==> src/rtl/mdu_div_unit_pkg.sv <==
// Shared definitions for the MIPS DIV/DIVU multi-cycle divider:
// FSM state encodings, ready/start strobe levels and the HI/LO result width.
package mdu_div_unit_pkg;

    typedef enum logic [1:0] {
        DIV_IDLE   = 2'b00,
        DIV_BYZERO = 2'b01,
        DIV_ON     = 2'b10,
        DIV_END    = 2'b11
    } div_state_t;

    localparam logic DivResultReady    = 1'b1;
    localparam logic DivResultNotReady = 1'b0;
    localparam logic DivStart          = 1'b1;
    localparam logic DivStop           = 1'b0;

    // Width of the {HI, LO} result pair.
    localparam int DOUBLE_REG_W = 64;

endpackage

==> src/rtl/mdu_div_step.sv <==
// One radix-2 restoring-division iteration: trial-subtract the divisor from the
// top of the working register, then shift in the resulting quotient bit.
module mdu_div_step #(
    parameter int DATA_W = 32
) (
    input  logic [2*DATA_W:0]   work_i,
    input  logic [DATA_W-1:0]   divisor_i,
    output logic [2*DATA_W-1:0] work_hi_o,
    output logic                qbit_o
);

    logic signed [DATA_W:0] diff;

    // Trial subtraction; keep the difference only when it did not go negative.
    always_comb begin
        diff   = $signed(work_i[2*DATA_W:DATA_W]) - $signed({1'b0, divisor_i});
        qbit_o = (diff >= 0);
        if (diff < 0) begin
            work_hi_o = work_i[2*DATA_W-1:0];
        end else begin
            work_hi_o = {diff[DATA_W-1:0], work_i[DATA_W-1:0]};
        end
    end

endmodule

==> src/rtl/mdu_div_unit.sv <==
// Multi-cycle radix-2 integer divider for MIPS DIV/DIVU. Produces
// {remainder, quotient} for the HI/LO registers, one quotient bit per cycle.
// Optional build macro MDU_DIV_EARLY_OUT_EN: when |dividend| < |divisor| the
// iteration is skipped and the result is produced with divide-by-zero latency.
module mdu_div_unit
    import mdu_div_unit_pkg::*;
#(
    parameter int DATA_W = DOUBLE_REG_W / 2,
    parameter int CNT_W  = 6
) (
    input  logic                  clk,
    input  logic                  reset,
    input  logic                  start_i,
    input  logic                  annul_i,
    input  logic                  signed_div_i,
    input  logic [DATA_W-1:0]     opdata1_i,
    input  logic [DATA_W-1:0]     opdata2_i,
    output logic [2*DATA_W-1:0]   result_o,
    output logic                  ready_o,
    output logic                  busy_o
);

    div_state_t state, next_state;

    logic [CNT_W-1:0]    cnt;
    logic [2*DATA_W:0]   dividend_r;
    logic [DATA_W-1:0]   divisor_r;
    logic                sign1_r, sign2_r;

    logic [2*DATA_W-1:0] step_hi;
    logic                step_qbit;
    logic [DATA_W-1:0]   abs1, abs2;
    logic                divisor_zero, cnt_done, early_out;
    logic                do_load, do_zero, do_iter, do_finish;

    function automatic logic [DATA_W-1:0] magnitude(input logic signed [DATA_W-1:0] v,
                                                   input logic use_sign);
        return (use_sign && v < 0) ? $unsigned(-v) : $unsigned(v);
    endfunction

    function automatic logic [DATA_W-1:0] apply_sign(input logic [DATA_W-1:0] mag,
                                                    input logic neg);
        logic signed [DATA_W-1:0] s;
        s = $signed(mag);
        return neg ? $unsigned(-s) : mag;
    endfunction

    assign abs1         = magnitude($signed(opdata1_i), signed_div_i);
    assign abs2         = magnitude($signed(opdata2_i), signed_div_i);
    assign divisor_zero = (opdata2_i == '0);
    assign cnt_done     = (cnt == CNT_W'(DATA_W));

`ifdef MDU_DIV_EARLY_OUT_EN
    assign early_out = (abs1 < abs2);
`else
    assign early_out = 1'b0;
`endif

    mdu_div_step #(.DATA_W(DATA_W)) u_step (
        .work_i    (dividend_r),
        .divisor_i (divisor_r),
        .work_hi_o (step_hi),
        .qbit_o    (step_qbit)
    );

    // State register; reset may abort a divide from any state.
    always_ff @(posedge clk) begin
        if (!reset) state <= DIV_IDLE;
        else        state <= next_state;
    end

    // Next-state logic; annul always wins over progress.
    always_comb begin
        next_state = state;
        unique case (state)
            DIV_IDLE: begin
                if (start_i == DivStart && !annul_i)
                    next_state = divisor_zero ? DIV_BYZERO : DIV_ON;
            end
            DIV_BYZERO: next_state = annul_i ? DIV_IDLE : DIV_END;
            DIV_ON: begin
                if (annul_i)       next_state = DIV_IDLE;
                else if (cnt_done) next_state = DIV_END;
            end
            DIV_END: begin
                if (annul_i || start_i == DivStop) next_state = DIV_IDLE;
            end
            default: next_state = DIV_IDLE;
        endcase
    end

    // Datapath strobes and the combinational stall request.
    always_comb begin
        busy_o    = start_i & ~ready_o;
        do_load   = (state == DIV_IDLE) && start_i && !annul_i && !divisor_zero;
        do_zero   = (state == DIV_BYZERO) && !annul_i;
        do_iter   = (state == DIV_ON) && !annul_i && !cnt_done;
        do_finish = (state == DIV_ON) && !annul_i && cnt_done;
    end

    // Control-side registers: counter, result bus and ready flag.
    always_ff @(posedge clk) begin
        if (!reset) begin
            cnt      <= '0;
            result_o <= '0;
            ready_o  <= DivResultNotReady;
        end else begin
            ready_o <= (state == DIV_END && next_state == DIV_END) ?
                       DivResultReady : DivResultNotReady;
            // Early-out preloads the count so the next cycle finalises directly.
            if (do_load)      cnt <= early_out ? CNT_W'(DATA_W) : '0;
            else if (do_iter) cnt <= cnt + 1'b1;
            if (do_zero) begin
                result_o <= '0;
            end else if (do_finish) begin
                result_o <= {apply_sign(dividend_r[2*DATA_W:DATA_W+1], sign1_r),
                             apply_sign(dividend_r[DATA_W-1:0], sign1_r ^ sign2_r)};
            end
        end
    end

    // Working registers; operand magnitudes and signs captured at issue.
    always_ff @(posedge clk) begin
        if (do_load) begin
            divisor_r  <= abs2;
            sign1_r    <= signed_div_i & opdata1_i[DATA_W-1];
            sign2_r    <= signed_div_i & opdata2_i[DATA_W-1];
            // Early-out places the dividend straight in the remainder field.
            dividend_r <= early_out ? {abs1, {(DATA_W+1){1'b0}}}
                                    : {{DATA_W{1'b0}}, abs1, 1'b0};
        end else if (do_iter) begin
            dividend_r <= {step_hi, step_qbit};
        end
    end

endmodule

==> config.mk <==
export PLATFORM = sky130hd
export DESIGN_NAME = mdu_div_unit
export DESIGN_NICKNAME = d
export VERILOG_FILES = /design/src/rtl/mdu_div_unit_pkg.sv /design/src/rtl/mdu_div_step.sv /design/src/rtl/mdu_div_unit.sv
export SDC_FILE = /design/constraint.sdc
export NUM_CORES = 1
export LEC_CHECK = 0
export CELL_PAD_IN_SITES_DETAIL_PLACEMENT = 1
export CELL_PAD_IN_SITES_GLOBAL_PLACEMENT = 2
export CORE_UTILIZATION = 25
export DETAILED_ROUTE_END_ITERATION = 8
export PLACE_DENSITY = 0.65
export SYNTH_ARGS = -nofsm -noshare
export SYNTH_HDL_FRONTEND = slang
export SYNTH_SLANG_ARGS = --single-unit
==> constraint.sdc <==
create_clock -name clk -period 3.3 [get_ports clk]
set_input_delay 0.495 -clock clk [delete_from_list [all_inputs] [get_ports clk]]
set_output_delay 0.495 -clock clk [all_outputs]
set_load 0.02 [all_outputs]
==> run_results.csv <==
group,metric,value,unit
run_status,status,"complete, no violations",
die,die_width,211,um
synth,ys.flop_type,"dfxtp_1",
die,initial_core_util,25.4,%
power_and_ir_drop,power.switching,1400,uW
power_and_ir_drop,clockPowerShare,39.0,%
die,dieArea,44600,um^2
final_layout,fillerInstances,5095,
setup_path,cp_data_arrival_time,3500,ps
power_and_ir_drop,swShare,28.2,%
power_and_ir_drop,p_seq_share,46.6,%
cts,cts.clk_slew.worst_paths,70,ps
setup_path,path_class,"register to register",
synth,synth.area.mux_share,0.458,%
final_layout,syn_to_final_growth,33.4,%
setup_path,crit_path_max_fanout,4,
cts,cts_hold_buf,0,
synth,yosys_warnings,0,
timing,fin_crit_sh,94.6,%
timing,final_hold_viol_count,0,
grt,grt_max_degree,119,
timing,finClkSkew,16.8,ps
routing,ant_nets,0,
die,io_pins,135,
final_layout,multi_input_area,6420,um^2
final_layout,nets,1634,
routing,drt_first_iter_violations,431,
placement,io_buffers,134,
synth,postSynthAreaPerCell,8.49,um^2
run,drv_cap,0,
routing,drc_errors,0,
cts,clk_path_buf_depth,2,
cts,root_buffer,"clkbuf_16",
timing,fin_ws,179,ps
synth,synth-seq-area-share,37.6,%
cts,cts_buffers,17,
routing,vias,10242,
cts,cts.htree.levels,4,
timing,setup_tns,0,ps
power_and_ir_drop,intPower,3570,uW
synth,synth_seq_cells,172,
synth,yosysUniqueCellTypes,75,
synth,synthCells,1288,
final_layout,drive_gt1_share,14.3,%
setup_path,cp-startpoint,"divisor_r[5]",
timing,setup_violations,0,
die,rows,76,
synth,synth_compound_area_share,22.3,%
final_layout,fin_util,33.8,%
routing,wire_per_inst,17.5,um
timing,slew_headroom,24.5,%
grt,grt_usage,16.9,%
synth,synth_top_family_by_area,"compound AO/OA/AOI/OAI gates",
synth,async_flop_share,0,%
power_and_ir_drop,combPwrFrac,14.4,%
synth,synth-edff-count,66,
placement,place_congestion,0.805,
synth,synth_fa_ha_area_share,4.53,%
setup_path,reg2reg_from,"divisor_r[5]",
grt,grt_pass1_vias,10459,
timing,worst_pin_slew,1120,ps
setup_path,startpoint_type,"register",
setup_path,worstSetupEndpointType,"register",
placement,placed_area,14000,um^2
synth,yosys.area_share.simple,19.2,%
cts,cts_sinks,172,
final_layout,num_antenna_cells,0,
timing,period_needed,3120,ps
power_and_ir_drop,power_density,341,nW/um^2
synth,syn_area,10900,um^2
synth,synth_fp_nets,1396,
routing,drtPass1Iterations,5,
power_and_ir_drop,vdd_drop_max,0.000210,V
cts,clk_latency,460,ps
placement,place_ws,-24.6,ps
grt,antenna_found_initial,0,
placement,dp_hpwl,29500,um
timing,timing.fmax,320,MHz
grt,grt_overflow,0,
synth,synthXorXnorAreaFrac,11.4,%
routing,routed_via_density,4.82,
power_and_ir_drop,power,4960,uW
die,core_area,43100,um^2
setup_path,required,3680,ps
worst_hold_path,hp-class,"register to register",
cts,cts_tree,"yes",
die,dieHeight,211,um
routing,wirelength,37100,um
power_and_ir_drop,p_leak,0.00544,uW
final_layout,finalInstanceArea,14600,um^2
worst_hold_path,hold_start,"result_o[29]",
grt,grt_pass1_wl,58200,um
final_layout,regArea,4100,um^2
timing,drv_slew,0,
[stage by stage]
| stage | hold WS, ps | cells |
|---|---|---|
| 4_1_cts | 455 | 2124 |
| 6_report | 452 | 2124 |
| 5_1_grt | 481 | 2124 |
| 3_5_place_dp | 447 | 2092 |
| 2_1_floorplan | 453 | 1288 |
| 3_3_place_gp | 441 | 2092 |
[layer usage]
metal	vias up	routed length (um)	GRT usage (%)
met5	-	0	0
met4	0	418	4.45
met3	24	1160	2.78
met2	138	16500	26.5
met1	4917	19100	23.9
li1	5163	-	-
[sequential cells by signal (all words and copies together), names as in the netlist]
register    count
sign1_r         1
result_o       64
state           2
cnt             6
sign2_r         1
dividend_r     65
divisor_r      32
ready_o         1
[critical path: stages, from the launching register on]
cell	delay [ps]
edfxtp_1	330
inv_1	40
ha_1	340
buf_4	150
nand3_1	130
a2111oi_4	340
buf_4	190
o311ai_2	140
buf_4	180
a211oi_1	290
o31a_1	220
nor3_1	60
or4b_1	470
o211ai_1	160
[cell type report]
class	instances	share of cell area [%]
Multi-Input combinational cell	989	44.1
Sequential cell	172	28.2
Timing Repair Buffer	287	17.5
Tap cell	585	5.02
Clock buffer	18	2.94
Inverter	59	1.55
Clock inverter	14	0.755
[worst paths after layout]
path	depth (start not counted)	end	slack, ps
worst min-delay path	2	result_o[29]	450
worst min register to register	2	result_o[29]	450
worst max register to register	13	dividend_r[54]	180
worst max-delay path	13	dividend_r[54]	180
[synth_stat cells (all sizes together) (22+ instances only)]
cell type,n,area (um^2)
nand3,30,160
inv,59,221
a211oi,58,445
o21ai,88,440
nor2,123,469
nor3,31,155
xor2,87,762
xnor2,55,482
a21oi,79,399
o211ai,32,240
o31ai,22,179
ha,38,475
nand2,136,510
dfxtp,106,2120
edfxtp,66,1980
clkbuf,57,214
[cell families (layout without fill, tap and decap cells)]
| kind of cell | after synthesis | in the layout |
|---|---|---|
| XOR/XNOR | 142 | 142 |
| buffers and inverters | 127 | 378 |
| multiplexers | 5 | 5 |
| flip-flops | 172 | 172 |
| AO/OA/AOI/OAI | 367 | 367 |
| AND/OR/NAND/NOR | 436 | 436 |
| adder cells (fa/ha/maj) | 39 | 39 |
[what timing repair did]
action | CTS | global route
setup endpoints to repair | 5 | 13
gates resized for setup | 3 | 14
pin swaps | 0 | 1
buffers inserted | 0 | 0
[cells in the final DEF, fill, tap and decap left out, types with 6 or more instances in the layout]
cell / netlist / layout
nand3_1: 28 / 28
and2_1: 9 / 8
a21oi_1: 78 / 77
and3_1: 17 / 17
o41ai_1: 14 / 14
ha_1: 38 / 38
clkbuf_16: 0 / 17
o211ai_1: 32 / 32
inv_1: 58 / 57
nand2_1: 136 / 135
a21o_1: 11 / 11
buf_4: 3 / 148
nor4_1: 16 / 15
o21ai_0: 82 / 81
o221ai_1: 7 / 7
nand4_1: 13 / 13
xor2_1: 87 / 87
o22ai_1: 6 / 6
a211oi_1: 56 / 56
clkdlybuf4s50_1: 0 / 134
or4_1: 10 / 10
nor2_1: 122 / 122
a31oi_1: 8 / 8
edfxtp_1: 66 / 66
or3_1: 11 / 11
xnor2_1: 55 / 55
o31ai_1: 21 / 21
dfxtp_1: 106 / 106
nor3_1: 31 / 29
nand2b_1: 14 / 13
o21ai_1: 6 / 6
[power by group through the flow]
stage	sequential, uW	clock, uW	combinational, uW
6_report	2310	1940	715
5_1_grt	2320	2070	792
4_1_cts	2310	2000	719
3_5_place_dp	2360	0	716
3_3_place_gp	2360	0	709
2_1_floorplan	2350	0	398
No activity file was read; power rests on OpenSTA's default activity.
